## src/rtl/bram_ecc_check_scrub_pkg.sv

```systemverilog
// bram_ecc_check_scrub_pkg: shared types and helpers for the 64-bit BRAM ECC (Xilinx layout) read path.
package bram_ecc_check_scrub_pkg;

    localparam int ECC_MAX_POS = 71;

    typedef logic [7:0] ecc_syn_t;

    typedef enum logic [1:0] {ECC_OK, ECC_CE_DATA, ECC_CE_CHK, ECC_UE} ecc_status_t;

    typedef struct packed {
        ecc_status_t status;
        logic [5:0]  idx;
    } ecc_class_t;

    typedef enum logic {SB_EMPTY, SB_FULL} sb_state_t;

    // Hamming check bits over codeword positions 1..71 plus overall parity in bit 7.
    function automatic logic [7:0] ecc_encode(input logic [63:0] d);
        logic [7:0] e;
        int pos;
        e = '0;
        for (int j = 0; j < 64; j++) begin
            pos = j + 3;
            for (int i = 2; i < 7; i++) if (pos >= (1 << i)) pos++;
            if (d[j]) e[6:0] = e[6:0] ^ 7'(pos);
        end
        e[7] = ^{d, e[6:0]};
        return e;
    endfunction

    // syn[7] is overall parity, syn[6:0] the Hamming syndrome; idx is the data bit at position s.
    function automatic ecc_class_t ecc_classify(input ecc_syn_t syn);
        ecc_class_t c;
        logic [6:0] s;
        logic [6:0] n;
        s = syn[6:0];
        n = s - 7'd1;
        for (int i = 0; i < 7; i++) if (s > 7'(1 << i)) n = n - 7'd1;
        c.idx = n[5:0];
        if (!syn[7]) c.status = (s == '0) ? ECC_OK : ECC_UE;
        else if ((s & (s - 7'd1)) == '0) c.status = ECC_CE_CHK;
        else if (int'(s) > ECC_MAX_POS) c.status = ECC_UE;
        else c.status = ECC_CE_DATA;
        return c;
    endfunction

endpackage

```

## src/rtl/bram_ecc_check_scrub_scrub_buf.sv

```systemverilog
// ecc_scrub_buf: single-entry req/ack holding register for scrub write-backs with drop detection.
module ecc_scrub_buf
    import bram_ecc_check_scrub_pkg::*;
#(
    parameter int ADDR_WIDTH = 10
) (
    input  logic                  gclk,
    input  logic                  rstn,
    input  logic                  load,
    input  logic [ADDR_WIDTH-1:0] load_addr,
    input  logic [63:0]           load_data,
    input  logic [7:0]            load_ecc,
    input  logic                  sc_ack,
    input  logic                  cnt_clr,
    output logic                  sc_req,
    output logic [ADDR_WIDTH-1:0] sc_addr,
    output logic [63:0]           sc_data,
    output logic [7:0]            sc_ecc,
    output logic                  sc_drop
);

    sb_state_t state, state_next;
    logic take;
    logic drop;

    // State register.
    always_ff @(posedge gclk or negedge rstn) begin
        if (!rstn) state <= SB_EMPTY;
        else state <= state_next;
    end

    // A new entry is taken when empty or when the held one is acked in the same cycle.
    always_comb begin
        take = load && (state == SB_EMPTY || sc_ack);
        drop = load && state == SB_FULL && !sc_ack;
        state_next = take ? SB_FULL : (sc_ack ? SB_EMPTY : state);
    end

    // Payload only changes on a take, so it stays stable while sc_req is high.
    always_ff @(posedge gclk or negedge rstn) begin
        if (!rstn) begin
            sc_addr <= '0;
            sc_data <= '0;
            sc_ecc  <= '0;
        end else if (take) begin
            sc_addr <= load_addr;
            sc_data <= load_data;
            sc_ecc  <= load_ecc;
        end
    end

    // Sticky drop flag; clearing wins over a new drop.
    always_ff @(posedge gclk or negedge rstn) begin
        if (!rstn) sc_drop <= 1'b0;
        else if (cnt_clr) sc_drop <= 1'b0;
        else if (drop) sc_drop <= 1'b1;
    end

    assign sc_req = (state == SB_FULL);

endmodule

```

## src/rtl/bram_ecc_check_scrub.sv

```systemverilog
// bram_ecc_check_scrub: 2-stage ECC check/correct of BRAM reads with scrub write-back queue and event counters.
module bram_ecc_check_scrub
    import bram_ecc_check_scrub_pkg::*;
#(
    parameter int ADDR_WIDTH = 10,
    parameter int CNT_WIDTH  = 16
) (
    input  logic                  gclk,
    input  logic                  rstn,
    input  logic                  rd_valid,
    input  logic [ADDR_WIDTH-1:0] rd_addr,
    input  logic [63:0]           rd_data,
    input  logic [7:0]            rd_ecc,
    output logic                  out_valid,
    output logic [ADDR_WIDTH-1:0] out_addr,
    output logic [63:0]           out_data,
    output logic                  out_ce,
    output logic                  out_ue,
    output logic                  sc_req,
    output logic [ADDR_WIDTH-1:0] sc_addr,
    output logic [63:0]           sc_data,
    output logic [7:0]            sc_ecc,
    input  logic                  sc_ack,
    output logic                  sc_drop,
    input  logic                  cnt_clr,
    output logic [CNT_WIDTH-1:0]  ce_cnt,
    output logic [CNT_WIDTH-1:0]  ue_cnt
);

    logic                  v1;
    logic [ADDR_WIDTH-1:0] a1;
    logic [63:0]           d1;
    ecc_syn_t              syn1;
    logic [7:0]            rd_enc;
    logic [7:0]            out_enc;
    ecc_class_t            cls;
    logic [63:0]           fixed;

    assign rd_enc = ecc_encode(rd_data);

    // Stage 1: capture the read and form syndrome plus overall parity.
    always_ff @(posedge gclk or negedge rstn) begin
        if (!rstn) begin
            v1   <= 1'b0;
            a1   <= '0;
            d1   <= '0;
            syn1 <= '0;
        end else begin
            v1   <= rd_valid;
            a1   <= rd_addr;
            d1   <= rd_data;
            syn1 <= {^{rd_data, rd_ecc}, rd_enc[6:0] ^ rd_ecc[6:0]};
        end
    end

    assign cls   = ecc_classify(syn1);
    assign fixed = d1 ^ ((cls.status == ECC_CE_DATA) ? (64'd1 << cls.idx) : 64'd0);

    // Stage 2: classify and correct; flags are qualified by valid.
    always_ff @(posedge gclk or negedge rstn) begin
        if (!rstn) begin
            out_valid <= 1'b0;
            out_addr  <= '0;
            out_data  <= '0;
            out_ce    <= 1'b0;
            out_ue    <= 1'b0;
        end else begin
            out_valid <= v1;
            out_addr  <= a1;
            out_data  <= fixed;
            out_ce    <= v1 && (cls.status == ECC_CE_DATA || cls.status == ECC_CE_CHK);
            out_ue    <= v1 && (cls.status == ECC_UE);
        end
    end

    // Saturating event counters; clear beats increment.
    always_ff @(posedge gclk or negedge rstn) begin
        if (!rstn) begin
            ce_cnt <= '0;
            ue_cnt <= '0;
        end else if (cnt_clr) begin
            ce_cnt <= '0;
            ue_cnt <= '0;
        end else begin
            if (out_valid && out_ce && !(&ce_cnt)) ce_cnt <= ce_cnt + CNT_WIDTH'(1);
            if (out_valid && out_ue && !(&ue_cnt)) ue_cnt <= ue_cnt + CNT_WIDTH'(1);
        end
    end

    assign out_enc = ecc_encode(out_data);

    ecc_scrub_buf #(.ADDR_WIDTH(ADDR_WIDTH)) u_scrub_buf (
        .gclk      (gclk),
        .rstn      (rstn),
        .load      (out_valid && out_ce),
        .load_addr (out_addr),
        .load_data (out_data),
        .load_ecc  (out_enc),
        .sc_ack    (sc_ack),
        .cnt_clr   (cnt_clr),
        .sc_req    (sc_req),
        .sc_addr   (sc_addr),
        .sc_data   (sc_data),
        .sc_ecc    (sc_ecc),
        .sc_drop   (sc_drop)
    );

endmodule
```

## config.mk

```make
export PLATFORM = sky130hd
export DESIGN_NAME = bram_ecc_check_scrub
export DESIGN_NICKNAME = d
export VERILOG_FILES = /design/src/rtl/bram_ecc_check_scrub_pkg.sv /design/src/rtl/bram_ecc_check_scrub_scrub_buf.sv /design/src/rtl/bram_ecc_check_scrub.sv
export SDC_FILE = /design/constraint.sdc
export NUM_CORES = 1
export LEC_CHECK = 0
export CORE_MARGIN = 5
export CORE_UTILIZATION = 50
export DETAILED_ROUTE_END_ITERATION = 8
export PLACE_DENSITY = 0.77
export SYNTH_ARGS = -nofsm -noshare
export SYNTH_HDL_FRONTEND = slang
export SYNTH_SLANG_ARGS = --single-unit
```

## constraint.sdc

```tcl
create_clock -name gclk -period 9.5 [get_ports gclk]
set_input_delay 1.9 -clock gclk [delete_from_list [all_inputs] [get_ports gclk]]
set_output_delay 1.9 -clock gclk [all_outputs]
set_load 0.03 [all_outputs]
```

# Word-level counts from Yosys, hierarchy flattened
# Cells that the tools add are included.
[word_totals] ff_bits=276 inputBits=87 out_inout_bits=193 elab_cells=340
[op_classes] n_addsub=10 magnitude_cmp=8 eq_ne=3 shifts=1 muxes=148 bitwise_logic=130 reduce_logical=24
[ops] operator="6-bit 2-to-1 mux" count=69
[ops] operator="5-bit 2-to-1 mux" count=30
[ops] operator="3-bit NOT" count=46
[ops] operator="4-bit NOT" count=32
[ops] operator="7-bit 2-to-1 mux" count=14
[ops] operator="72-bit parity" count=1
[ops] operator="71-bit parity" count=1
[ops] operator="16-bit 2-to-1 mux" count=4
[ops] operator="64-bit 2-to-1 mux" count=1
[ops] operator="1-bit by 6-bit << shifter with 64-bit output, first input constant" count=1
[ops] operator="64-bit bitwise XOR" count=1
[ops] operator="5-bit NOT" count=12
[ops] operator="2-bit NOT" count=29
[ops] operator="4-bit 2-to-1 mux" count=14
[ops] operator="6-bit by 1-bit subtractor with 6-bit output, second input constant" count=7
[ops] operator="16-bit by 1-bit adder with 16-bit output, second input constant" count=2
[ops] operator="16-bit AND reduction" count=2
[ops] operator="3-bit 2-to-1 mux" count=6
[ops] operator="7-bit > comparator, second input constant" count=2
[ops] operator="7-bit zero test" count=2
[ops] operator="2-bit 2-to-1 mux" count=6
[ops] operator="6-bit NOT" count=2
[ops] operator="1-bit NOT with 2-bit output" count=5
[ops] operator="1-bit logical AND" count=9
[ops] operator="other kinds (16)" count=26

# Logic depth before layout (Yosys ltp)
# Gate-level depths: netlist of the first run.
[logic_depth] word_depth=128 depth_mapped=30

# Cells and area by module
# A second synthesis of the first run with hierarchy kept.
[unflattened] hier_cells=1261 area_unflattened_um2=14759.2
[modules_own_cells] mod="bram_ecc_check_scrub" instances=1 cells_per_inst=1081 area_per_inst_um2=11561.1
[modules_own_cells] mod="ecc_scrub_buf" instances=1 cells_per_inst=180 area_per_inst_um2=3198.1

# Least setup slack after synthesis of the first run
# Ideal clock, no wire load.
[synth_path] path_kind="reg2reg" from="register syn1[1]" to="register out_data[62]" t_arrival_ps=5930 required_time_ps=9377 slack_ps=3448 stages_incl_launch_ff=30 path_buffers=4 period_less_slack_ps=6052 cell_sequence="dfrtp_1 > clkbuf_1 > inv_1 > ha_1 > buf_2 > a31oi_1 > or2_1 > buf_6 > inv_1 > ha_1 > mux2_2 > ha_1 > o21ai_1 > nand2_1 > ha_1 > nor2_1 > a31oi_1 > ha_1 > mux2_2 > ha_1 > mux2_2 > ha_1 > nand2_1 > or2_1 > mux2i_1 > o22a_1 > o211ai_1 > clkbuf_1 > nand4_1 > xnor2_1"
[synth_via] elab_chain_len=18 word_cells_on_any_way=34
[synth_rtl] element="start, declared" line_no="bram_ecc_check_scrub.sv:33" text="ecc_syn_t syn1;"
[synth_rtl] element="start signal, assigned" line_no="bram_ecc_check_scrub.sv:52" text="syn1 <= {^{rd_data, rd_ecc}, rd_enc[6:0] ^ rd_ecc[6:0]};"
[synth_rtl] element="7-bit by 1-bit subtractor with 7-bit output" line_no="bram_ecc_check_scrub_pkg.sv:41" text="else if ((s & (s - 7'd1)) == '0) c.status = ECC_CE_CHK;"
[synth_rtl] element="6-bit by 1-bit subtractor with 6-bit output" line_no="bram_ecc_check_scrub_pkg.sv:38" text="for (int i = 0; i < 7; i++) if (s > 7'(1 << i)) n = n - 7'd1;"
[synth_rtl] element="6-bit 2-to-1 mux" line_no="bram_ecc_check_scrub_pkg.sv:38"
[synth_rtl] element="6-bit by 1-bit subtractor with 6-bit output" line_no="bram_ecc_check_scrub_pkg.sv:38"
[synth_rtl] element="6-bit 2-to-1 mux" line_no="bram_ecc_check_scrub_pkg.sv:38"
[synth_rtl] element="6-bit by 1-bit subtractor with 6-bit output" line_no="bram_ecc_check_scrub_pkg.sv:38"
[synth_rtl] element="6-bit 2-to-1 mux" line_no="bram_ecc_check_scrub_pkg.sv:38"
[synth_rtl] element="6-bit by 1-bit subtractor with 6-bit output" line_no="bram_ecc_check_scrub_pkg.sv:38"
[synth_rtl] element="(+3 left out)"
[synth_rtl] element="6-bit by 1-bit subtractor with 6-bit output" line_no="bram_ecc_check_scrub_pkg.sv:38"
[synth_rtl] element="6-bit 2-to-1 mux" line_no="bram_ecc_check_scrub_pkg.sv:38"
[synth_rtl] element="6-bit by 1-bit subtractor with 6-bit output" line_no="bram_ecc_check_scrub_pkg.sv:38"
[synth_rtl] element="6-bit 2-to-1 mux" line_no="bram_ecc_check_scrub_pkg.sv:38"
[synth_rtl] element="1-bit by 6-bit << shifter with 64-bit output" line_no="bram_ecc_check_scrub.sv:57" text="assign fixed = d1 ^ ((cls.status == ECC_CE_DATA) ? (64'd1 << cls.idx) : 64'd0);"
[synth_rtl] element="64-bit 2-to-1 mux (*)" line_no="bram_ecc_check_scrub.sv:57"
[synth_rtl] element="64-bit bitwise XOR (*)" line_no="bram_ecc_check_scrub.sv:57"
[synth_rtl] element="named net fixed[62]" line_no="bram_ecc_check_scrub.sv:37" text="logic [63:0] fixed;"
[synth_rtl] element="end signal, assigned" line_no="bram_ecc_check_scrub.sv:70" text="out_data <= fixed;"
[synth_rtl] element="end, declared" line_no="bram_ecc_check_scrub.sv:16" text="output logic [63:0] out_data,"
# The timed path passes the listed nets; every way through them passes the cells marked *.
# A chain may end at the register's enable or synchronous reset.

# Final worst setup path of the first run
[layout_path] from="register syn1[0]" to="register out_data[0]"
# Same word-level chain as after synthesis.

==> results of run 1 <==
[cell usage after synthesis, types with 3 or more instances]
cell      count
nand2_1     285
dfrtp_1     276
xnor2_1     275
xor2_1      104
nor2_1       70
nand4_1      44
a211oi_2     29
clkbuf_1     27
ha_1         20
o21ai_0      16
nand3_1      14
buf_2        12
a21oi_1      11
inv_1         9
or3_1         9
and2_1        8
nor3_1        8
buf_6         7
nand2b_1      7
nor2b_1       7
o21a_1        7
and4_1        6
mux2_2        6
o31ai_1       6
a211oi_1      5
a31oi_1       5
buf_1         5
mux2i_1       5
o21ai_1       4
xnor3_1       4
a21boi_0      3
a21o_1        3
and3_1        3
o211ai_1      3
o21ai_2       3
or2_1         3
xor3_1        3
[cells in the final DEF, fill, tap and decap left out, drive strengths merged, types with 3 or more instances in the layout]
cell type | netlist | layout
bufinv | 0 | 4
o211a | 4 | 4
clkinv | 0 | 8
xnor3 | 4 | 4
o21ai | 23 | 23
or3b | 3 | 3
a211oi | 34 | 34
a31oi | 5 | 5
a21boi | 3 | 3
or3 | 9 | 9
and2 | 9 | 9
o2111ai | 3 | 3
o31ai | 6 | 6
and4 | 6 | 6
mux2i | 5 | 5
nand2 | 285 | 285
clkdlybuf4s50 | 0 | 278
buf | 26 | 6
a21o | 3 | 3
xor2 | 105 | 105
nor2b | 7 | 7
o21a | 7 | 7
ha | 20 | 20
nor3 | 9 | 9
mux2 | 6 | 6
clkbuf | 27 | 37
and3 | 3 | 3
nand3 | 14 | 14
inv | 9 | 12
o211ai | 3 | 3
dfrtp | 276 | 276
nand4 | 44 | 44
nand2b | 7 | 7
a21oi | 11 | 11
nor4 | 4 | 4
xor3 | 3 | 3
or2 | 5 | 5
xnor2 | 278 | 278
nor2 | 71 | 71
[stage by stage]
step | setup WS, ps | cells | cell area (um^2)
global placement | 2578 | 1973 | 17410
detailed placement | 2378 | 1973 | 17410
floorplan | 3448 | 1358 | 14330
finish | 2297 | 2027 | 18410
CTS | 2367 | 2027 | 18410
global route | 1630 | 2027 | 18410
[worst paths after layout]
kind | end | depth (start not counted) | slack [ps]
setup / recovery | out_data[0]$_DFF_PN0_ | 25 | 2300
setup reg to reg | out_data[0]$_DFF_PN0_ | 25 | 2300
hold reg to reg | out_addr[4]$_DFF_PN0_ | 0 | 350
min in group asynchronous | u_scrub_buf.sc_addr[4]$_DFFE_PN0P_ | 1 | 1330
max in group asynchronous | out_data[11]$_DFF_PN0_ | 2 | 6680
hold / removal | out_addr[4]$_DFF_PN0_ | 0 | 350
[sequential cells by signal, indices dropped and copies added, names as in the netlist, 8 cells and up]
signal,cells
a1,10
u_scrub_buf.sc_ecc,8
out_addr,10
ce_cnt,16
ue_cnt,16
d1,64
out_data,64
u_scrub_buf.sc_data,64
u_scrub_buf.sc_addr,10
syn1,8
[critical path, cell delays in order (launching register included)]
cell and delay, ps:
dfrtp_1 710, ha_1 460, nor2b_1 120, nor4_2 200, or2_1 330, inv_1 120, ha_1 340, mux2_2 280
ha_1 260, o21ai_1 180, nand2_1 110, ha_1 360, nor2_1 50, a31oi_1 200, ha_1 310, and3b_1 190
o21ai_0 70, o21ai_1 170, xor3_1 530, nor2_1 280, nand3_1 110, or3b_1 410, a22o_2 450, buf_4 380
a211oi_1 340, xor2_1 160
[area by class of cell]
type / instances / area share [%]
clock buffers: 37 / 4.268
clock inverters: 17 / 1.169
inverters: 9 / 0.1835
multi-input cells: 1020 / 38.78
flip-flops and latches: 276 / 37.52
well taps: 384 / 2.610
repair buffers: 284 / 15.47
[logic make-up after synthesis]
group	after synthesis	share of synthesized area (%)
AOI/OAI and AO/OA	118	7.132
xor gates and xnor gates	390	24.90
adders and majority gates	20	1.746
buffers and inverters	62	2.148
DFF	276	48.19
muxes	11	0.8206
and+or+nand+nor	481	15.07
[routing by layer]
metal,part of all wire [%],vias to the layer above
li1,-,4988
met1,43,5204
met2,46,435
met3,7.3,69
met4,3.2,0
met5,0,-
==> results.yml, run 1 <==
cells_and_area:
  syn_to_final_growth_pct: 28.44
  num-fill-cells: 2271
  multi_input_area_um2: 7139
  final_nets: 1727
  diodes: 0
  regArea_um2: 6907
  fin_util_pct: 64.66
  drive_gt1_share_pct: 6.939
logic_synthesis:
  synth_edf_count: 0
  syn_inst: 1358
  synth_top_area_share_pct: 48.19
  yosysTopAreaCell: "dfrtp_1"
  yosysWarningCount: 0
  synthesis.area_um2: 14330
  synth_area_leaders: "dfrtp_1 48%, xnor2_1 17%, nand2_1 7.5%"
  synth_nets: 1465
  synth_ff_type: "dfrtp_1"
  synth_cell_type_count: 74
  syn_avg_cell_area_um2: 10.55
  synthArstFlopShare_pct: 100.0
  yosysSeqAreaShare_pct: 48.19
  synth_seq_cells: 276
global_route:
  groute.usage.overall_pct: 24.39
  grt_first_pass_wirelength_um: 60660
  use_met3_pct: 4.049
  top_usage_layer: "met2"
  grtUsageMet1_pct: 34.16
  grt.overflow.total: 0
  grt_pass1_vias: 10670
  grt_max_degree: 173
  grt_use_met2_pct: 39.26
  antenna_found_initial: 0
routing:
  first_pass_iters: 5
  ant_nets: 0
  drt_iter0_drc: 883
  routedWlPerCell_um: 19.61
  viasPerCell: 5.277
  routed_wl_um: 39750
  num_vias: 10700
  route.detailed.drc: 0
floorplan:
  start_util_pct: 50.34
  coreArea_um2: 28470
  die_h_um: 179.3
  fp.dieW_um: 179.3
  core.rowCount: 62
  die_area_um2: 32150
  io_pins: 280
sta:
  finalClockSkew_ps: 19.37
  setup_viol: 0
  max_slew.worst_pin.slew_ps: 1135
  hold_violations: 0
  maxSlewViolCount: 0
  finalCriticalPeriod_ps: 7203
  min_period_over_period_pct: 75.83
  rsz0062_at_grt: "false"
  slew_headroom_pct: 24.13
  worst_hold_slack_ps: 346.6
  tns_ps: 0
  max_freq_ghz: 0.1388
status:
  status: "complete, no violations"
clocking:
  clock_latency_ps: 560
  cts_buffer_depth: 3
  h-tree-depth: 1
  cts_sinks: 276
  cts_setup_buffers: 0
  clkSlewWorstSetupHoldPaths_ps: 60
  cts_buffers: 29
  postCtsHoldBufs: 0
  ctsRootBufferMaster: "clkbuf_16"
  postCtsResizedCells: 0
  cts_tree: "yes"
worst_hold_path:
  hp-start: "a1[4]$_DFF_PN0_"
  worstHoldPathType: "flip-flop to flip-flop"
job:
  maxCapViolations: 0
placed_design:
  gp_congestion: 0.9775
  port-buffer-count: 279
  dp_hpwl_um: 30280
setup_path:
  required_ps: 9980
  path_max_fanout: 43
  crit_type: "flip-flop to flip-flop"
  end_kind: "flip-flop"
  arrival_ps: 7680
  worstSetupStartpointType: "flip-flop"
  r2r_start: "syn1[0]$_DFF_PN0_"
  startpoint: "syn1[0]$_DFF_PN0_"
Power of run 1 is left out: the tool's default activity adds up to more than one toggle a clock period on the data nets, which glitch-free logic cannot reach.
==> run 2, diff against run 1 <==
==> constraint.sdc (replaced) <==
create_clock -name gclk -period 6.7 [get_ports gclk]
set_input_delay 1.34 -clock gclk [delete_from_list [all_inputs] [get_ports gclk]]
set_output_delay 1.34 -clock gclk [all_outputs]
set_load 0.03 [all_outputs]
==> run 2 against run 1 <==
Against the previous run:
- non-clock buffer count is 11 higher
- clock skew is 2.4 ps higher
- sequential share of layout area fell by 0.36 points
- global-route usage down 0.43 points
- first-iteration DRC count decreased by 7.4%
- critical endpoint is now out_data[23]$_DFF_PN0_
- hold slack about the same
- critical path depth fell by 1
==> results.yml, run 2 (synthesized netlist as in run 1, its figures left out) <==
status:
  status: "complete, no violations"
sta:
  finalCriticalPeriod_ps: 6188
  finalClockSkew_ps: 21.74
  max_slew.worst_pin.slew_ps: 1160
  max_freq_ghz: 0.1616
  tns_ps: 0
  setup_viol: 0
  hold_violations: 0
  slew_headroom_pct: 22.39
  min_period_over_period_pct: 92.36
  maxSlewViolCount: 0
  rsz0062_at_grt: "false"
cells_and_area:
  final_area_um2: 18590
  reg.largest.list: "d1 (64), out_data (64), u_scrub_buf.sc_data (64)"
  fin_util_pct: 65.29
  drive_gt1_share_pct: 7.683
  syn_to_final_growth_pct: 29.70
  diodes: 0
  final_cell_mix: "285 x nand2_1, 278 x clkdlybuf4s50_1, 276 x dfrtp_1, 275 x xnor2_1, 104 x xor2_1"
  final_nets: 1738
  finalNonFillerCells: 2037
  final_common_cell: "nand2_1"
global_route:
  grt_max_degree: 157
  grt.overflow.total: 0
  grt_pass1_vias: 10670
  groute.usage.overall_pct: 23.97
  antenna_found_initial: 0
  grt_first_pass_wirelength_um: 60030
clocking:
  clkSlewWorstSetupHoldPaths_ps: 60
  h-tree-depth: 1
  postCtsHoldBufs: 0
  cts_buffer_depth: 3
  cts_sinks: 276
  clock_latency_ps: 560
  cts_tree: "yes"
  postCtsResizedCells: 0
  cts_setup_buffers: 0
  cts_buffers: 29
  ctsRootBufferMaster: "clkbuf_16"
worst_hold_path:
  worstHoldPathType: "flip-flop to flip-flop"
  hp-start: "a1[6]$_DFF_PN0_"
setup_path:
  end_kind: "flip-flop"
  startpoint: "syn1[5]$_DFF_PN0_"
  required_ps: 7140
  path_max_fanout: 28
  worstSetupStartpointType: "flip-flop"
  arrival_ps: 6620
  crit_type: "flip-flop to flip-flop"
  r2r_start: "syn1[5]$_DFF_PN0_"
placed_design:
  dpl.cell_count: 1984
  port-buffer-count: 279
  dp_hpwl_um: 30400
  gp_congestion: 0.9497
  placed_area_um2: 17540
floorplan:
  coreArea_um2: 28470
  die_h_um: 179.3
  io_pins: 280
  start_util_pct: 50.34
  core.rowCount: 62
  fp.dieW_um: 179.3
  die_area_um2: 32150
job:
  maxCapViolations: 0
routing:
  routed_wl_um: 39640
  routedWlPerCell_um: 19.46
  ant_nets: 0
  route.detailed.drc: 0
  first_pass_iters: 5
  drt_iter0_drc: 818
  viasPerCell: 5.314
  num_vias: 10820
[run 2: cell type report]
class,instances,area [um^2]
clock inverter,14,205.2
multi-input combinational,1020,7139
sequential,276,6907
inverter,9,33.78
clock buffer,39,843.3
fill,2201,9881
timing repair buffer,295,2980
tap,384,480.5
[run 2: metrics by stage]
step	worst slack, ps	hold WS (ps)
4_1_cts	587.8	349.1
6_report	512.0	347.0
3_3_place_gp	666.3	332.2
5_1_grt	217.9	355.4
3_5_place_dp	611.0	334.7
2_1_floorplan	647.6	331.2
[run 2: layer usage]
layer  wire length (um)  GRT usage [%]
met1              16710          33.00
met5                  0              0
met2              18830          39.62
met3               3045          4.154
met4               1047          6.347
[run 2: critical path, cell delays in order, from the launching register on]
cell and delay, ps:
dfrtp_1 500, or3_1 460, nor4_2 260, or2_1 160
inv_1 60, ha_1 330, mux2_2 280, ha_1 270
o21ai_1 100, nand2_1 70, ha_1 350, nor2_1 60
a31oi_1 180, ha_1 290, and3b_1 180, o21ai_0 70
o21ai_1 170, xor3_1 530, nor2_1 190, nand3_1 90
or3b_1 400, a22o_2 330, buf_12 210, a211oi_2 270
xor2_1 270
[run 2: worst paths after layout]
kind	end	slack, ps	cells after the start
max	out_data[23]$_DFF_PN0_	510	24
max in group asynchronous	d1[20]$_DFF_PN0_	4510	2
min in group asynchronous	out_addr[6]$_DFF_PN0_	820	1
min reg2reg	out_addr[6]$_DFF_PN0_	350	0
max reg2reg	out_data[23]$_DFF_PN0_	510	24
min	out_addr[6]$_DFF_PN0_	350	0
Power of run 2 is left out for the same reason.
==> RTL change 1 (settings of run 2) <==
Register the output `ue_cnt` once more, with the module's reset; this adds one clock of latency there. The other outputs are not delayed to match.
--- a/src/rtl/bram_ecc_check_scrub.sv
+++ b/src/rtl/bram_ecc_check_scrub.sv
@@ -26,6 +26,8 @@
     output logic [CNT_WIDTH-1:0]  ce_cnt,
     output logic [CNT_WIDTH-1:0]  ue_cnt
 );
+
+    logic [CNT_WIDTH-1:0] ue_cnt_s0;
 
     logic                  v1;
     logic [ADDR_WIDTH-1:0] a1;
@@ -77,13 +79,13 @@
     always_ff @(posedge gclk or negedge rstn) begin
         if (!rstn) begin
             ce_cnt <= '0;
-            ue_cnt <= '0;
+            ue_cnt_s0 <= '0;
         end else if (cnt_clr) begin
             ce_cnt <= '0;
-            ue_cnt <= '0;
+            ue_cnt_s0 <= '0;
         end else begin
             if (out_valid && out_ce && !(&ce_cnt)) ce_cnt <= ce_cnt + CNT_WIDTH'(1);
-            if (out_valid && out_ue && !(&ue_cnt)) ue_cnt <= ue_cnt + CNT_WIDTH'(1);
+            if (out_valid && out_ue && !(&ue_cnt_s0)) ue_cnt_s0 <= ue_cnt_s0 + CNT_WIDTH'(1);
         end
     end
 
@@ -105,4 +107,12 @@
         .sc_drop   (sc_drop)
     );
 
+    always_ff @(posedge gclk or negedge rstn) begin
+        if (!rstn) begin
+            ue_cnt <= '0;
+        end else begin
+            ue_cnt <= ue_cnt_s0;
+        end
+    end
+
 endmodule
Behaviour: not the same (a bounded check fails within 4 cycles, from zero or initial values and one cycle with rstn low).
==> RTL change 1 against run 2 <==
Setup slack lost 0.092 ns. Synthesized area down 0.63%. Critical path depth is 3 higher. Utilization up 1.6 points. Routed wire length about the same. Sequential cell count is 16 higher. Final area grew 0.51%. Critical path type unchanged.
Power is left out: the tool's default activity adds up to more than one toggle a clock period on the data nets, which glitch-free logic cannot reach.
==> RTL change 1: results (changes against run 2) <==
yosys-top-cells-area: "dfrtp_1, xnor2_1, nand2_1, xor2_1, nor2_1"
dp.final_hpwl_um: 30400  # about the same
r2r_end: "out_data[62]"
ys.flop_type: "dfrtp_1"
cp_max_fo: 9  # -68%
cts_made_buffers: 30  # +3.4%
nets: 1746  # +0.46%
grt_pass1_wl_um: 60000  # about the same
min-delay-start: "a1[8]"
yosysWarnings: 0  # unchanged
clkTransAtPathRegs_ns: 0.06  # about the same
fillers: 2131  # -3.2%
clk_path_buf_depth: 3  # unchanged
worstMarginPinSlew_ns: 1.22  # +0.0547 ns
synthArstFlopShare_pct: 100  # unchanged
drive_gt1_share_pct: 7.16  # -0.52 points
end_kind: "flop"
status: "completed"
num_vias: 10500  # -3.0%
cts_root_buf: "clkbuf_16"
fin_skew_ns: 0.0322  # +0.0104 ns
rrSetupSlack_ns: 0.42  # -0.09 ns
worstPathArrival_ns: 6.74  # +0.12 ns
reg2regPathDepth: 27  # +13%
synth.top_cell.area_share_pct: 51.3  # +3.1 points
yosysUniqueCellTypes: 71  # -4.1%
place.gp.congestion: 0.876  # -7.7%
reg2reg_from: "syn1[5]"
grt_use_total_pct: 24.4  # +0.40 points
critPathLaunchType: "flop"
synth_nets: 1449  # -1.1%
drt_pre_antenna_iters: 5  # unchanged
worst_hold_path_type: "reg2reg"
synth_commonest_cells: "dfrtp_1, nand2_1, xnor2_1"
antenna_found_initial: 3  # +3
drtAntennaViolNets: 0  # unchanged
portBuffers: 279  # unchanged
wl_per_cell_um: 19.4  # -0.24%
first_iter_violations: 857  # +4.8%
grt_max_degree: 172  # +9.6%
yosysSeqAreaShare_pct: 51.3  # +3.1 points
synth_edf_count: 0  # unchanged
RTL change 1: changes by cell type after synthesis, sizes merged, moves of 5 or more:
cell and change:
dfrtp +16, o21ai -8, xnor2 +7, nor3 +29, o31ai -5, nand4 -36
nand3 +36, and3 +5, buf -9, a211oi -32
RTL change 1: layer usage:
layer | routed length, µm | vias up | GRT usage, %
li1 | - | 4921 | -
met1 | 16600 | 5079 | 33.5
met2 | 18700 | 426 | 40.1
met3 | 3240 | 73 | 4.18
met4 | 1020 | 2 | 6.91
met5 | 8 | - | 0
RTL change 1: critical path, cell delays in order (launching register included):
cell	delay (ns)
dfrtp_1	0.47
or4_1	0.60
nor2_2	0.15
nand2_1	0.09
nand2_1	0.12
o31a_1	0.15
ha_1	0.26
nand2_1	0.07
o21ai_0	0.08
ha_1	0.29
o21ai_0	0.10
o41ai_1	0.11
buf_4	0.16
ha_1	0.29
a21oi_1	0.17
nor2_1	0.07
ha_1	0.26
a21oi_1	0.20
a31oi_1	0.07
o21a_1	0.15
ha_1	0.28
mux2_2	0.28
ha_1	0.27
mux2_2	0.31
nand2b_1	0.24
or3_1	0.45
nor3_1	0.25
xor2_1	0.27
RTL change 1: final cells by class:
type	count	share of cell area, %
repair buffers	306	16.1
flip-flops and latches	292	39.1
well taps	378	2.53
multi-input cells	999	36.1
clock inverters	16	1.43
clock buffers	37	4.43
inverters	11	0.221
diodes	2	0.0268
RTL change 1: kinds of logic (layout without fill, tap and decap cells):
family,Yosys count,after routing,synth area share [%]
xor+xnor,394,395,25.2
compound gates,68,68,3.43
buf+inv,53,370,1.81
other cells,0,2,0
flops,292,292,51.3
simple gates,511,511,16.1
mux,6,6,0.439
fa+ha+maj,19,19,1.67
RTL change 1: timing repair:
item	in CTS	in global routing
setup endpoints to repair	0	51
hold endpoints to repair	0	0
buffers inserted	0	5
resized for setup	0	9
RTL change 1: worst min-delay path by stage:
stage	depth (start not counted)	to	slack (ns)
after global placement	0	out_addr[8]	0.33
after floorplan	0	out_addr[0]	0.33
after detailed placement	0	out_addr[8]	0.34
after global routing	0	out_addr[3]	0.35
after CTS	0	out_addr[8]	0.35
final	0	out_addr[8]	0.35
RTL change 1: stage by stage:
| stage | area [µm²] | util (%) | setup slack [ns] | TNS, ns | cells |
|---|---|---|---|---|---|
| after floorplan | 14200 | - | 0.835 | 0 | 1343 |
| after global placement | 17500 | 62.6 | 0.446 | 0 | 1980 |
| after detailed placement | 17500 | 62.6 | 0.407 | 0 | 1980 |
| after CTS | 18600 | 66.5 | 0.365 | 0 | 2033 |
| after global routing | 18700 | 66.9 | -0.00240 | -0.00240 | 2041 |
| final | 18700 | 66.9 | 0.420 | 0 | 2041 |
==> RTL change 2 (flow settings as in run 2) <==
Without the edit above. Set the parameter `CNT_WIDTH` to 20 (it was 16).
--- a/src/rtl/bram_ecc_check_scrub.sv
+++ b/src/rtl/bram_ecc_check_scrub.sv
@@ -3,7 +3,7 @@
     import bram_ecc_check_scrub_pkg::*;
 #(
     parameter int ADDR_WIDTH = 10,
-    parameter int CNT_WIDTH  = 16
+    parameter int CNT_WIDTH  = 20
 ) (
     input  logic                  gclk,
     input  logic                  rstn,
Ports: changed (resized ce_cnt and ue_cnt); port bits go from 280 to 288. No check against the original RTL was run, so the function may have changed too.
==> RTL change 2 against run 2 <==
Setup slack lost 0.21 ns. Sequential cell count rose by 8. Sequential share of layout area shrank 0.082 points. Final area grew 3.1%. Routed wire length rose by 8.9%. Synthesized area grew 2.4%. Highest routed layer unchanged.
Power is left out: the tool's default activity adds up to more than one toggle a clock period on the data nets, which glitch-free logic cannot reach.
==> RTL change 2: results (changes against run 2) <==
min-delay-start: "a1[3]"
cts_made_buffers: 30  # +3.4%
max-slew-margin-rel_pct: 30.2  # +7.8 points
min_path_cells: 0  # unchanged
cp_max_fo: 10  # -64%
clk_latency_ns: 0.57
nets: 1845  # +6.2%
crit_slowest_cell: "or4_1"
grt_use_total_pct: 25.7  # +1.8 points
dp.final_hpwl_um: 33700  # +11%
place.gp.congestion: 0.929  # -2.2%
yosys-top-cells-area: "dfrtp_1, xnor2_1, nand2_1, xor2_1, nor2_1"
rrSetupSlack_ns: 0.31  # -0.21 ns
yosysUniqueCellTypes: 84  # +14%
first_iter_violations: 822  # +0.49%
synthMuxAreaShare_pct: 0.350  # -0.47 points
cpPeakStageDelay_ns: 0.63  # +0.10 ns
hold_path_end: "out_addr[3]"
r2r_end: "out_data[47]"
viasPerCell: 5.31  # about the same
synth_nets: 1538  # +5.0%
antenna_found_initial: 0  # unchanged
die_x_um: 181  # +1.1%
fillers: 2269  # +3.1%
yosysSeqAreaShare_pct: 48.4  # +0.25 points
status: "completed"
grt_pass1_wl_um: 66700  # +11%
grt_max_degree: 153  # -2.5%
synth_compound_area_share_pct: 5.16  # -2.0 points
drive_gt1_share_pct: 7.58  # -0.10 points
portBuffers: 287  # +2.9%
fin_skew_ns: 0.0237  # +0.00199 ns
synth_commonest_cells: "nand2_1, dfrtp_1, xnor2_1"
wl_um: 43200  # +8.9%
synth_fa_ha_area_share_pct: 2.05  # +0.30 points
num_vias: 11400  # +4.9%
reg2regPathDepth: 28  # +17%
RTL change 2: kinds of logic (layout without fill, tap and decap cells):
family | count (synthesis) | after routing
compound gates | 106 | 106
buf+inv | 62 | 389
flops | 284 | 284
xor+xnor | 393 | 393
mux | 5 | 5
fa+ha+maj | 24 | 24
simple gates | 553 | 553
RTL change 2: what timing repair did:
| item | 4_1_cts | 5_1_grt |
|---|---|---|
| buffers inserted | 0 | 0 |
| endpoints found under the setup margin | 0 | 64 |
| resized for setup | 0 | 9 |
| hold endpoints to repair | 0 | 0 |
| hold buffers | 0 | 0 |
RTL change 2: final cells by class:
cell class,count,area [µm²],area share (%)
Inverter,14,52.6,0.274
Clock buffer,42,836,4.36
Tap cell,384,480,2.51
Clock inverter,10,125,0.653
Sequential cell,284,7110,37.1
Timing Repair Buffer,323,3220,16.8
Multi-Input combinational cell,1081,7350,38.3
RTL change 2: metrics by stage:
stage / std cells / hold WS [ns] / util (%) / area (µm²) / setup slack (ns)
after floorplan: 1427 / 0.331 / - / 14700 / 0.248
after global placement: 2086 / 0.331 / 63.0 / 18200 / 0.234
after detailed placement: 2086 / 0.338 / 63.0 / 18200 / 0.0545
after CTS: 2138 / 0.351 / 66.3 / 19100 / 0.0597
after global routing: 2138 / 0.353 / 66.4 / 19200 / 0.0128
final: 2138 / 0.349 / 66.4 / 19200 / 0.306
RTL change 2: how the worst max path moves through the flow:
stage,from,endpoint,slack (ns),cells after the start
6_report,syn1[5],out_data[47],0.31,28
3_3_place_gp,syn1[1],out_data[47],0.23,31
2_1_floorplan,syn1[2],out_data[27],0.25,33
5_1_grt,syn1[1],out_data[47],0.01,31
4_1_cts,syn1[1],out_data[63],0.06,30
3_5_place_dp,syn1[1],out_data[63],0.05,30
RTL change 2: critical path, delay by kind of cell, from the launching register on:
kind            cells  cell delay [ns]
xor+xnor            6             1.48
flops               1             0.51
simple gates       12             2.18
buf+inv             2             0.23
fa+ha+maj           5             1.39
compound gates      3             0.49
RTL change 2: layer usage:
layer | vias up | part of all wire, % | global-route usage (%)
met1 | 5627 | 42 | 35.2
li1 | 5262 | - | -
met3 | 48 | 6.7 | 3.76
met4 | 0 | 1.9 | 5.07
met5 | - | 0 | 0
met2 | 420 | 49 | 44.2
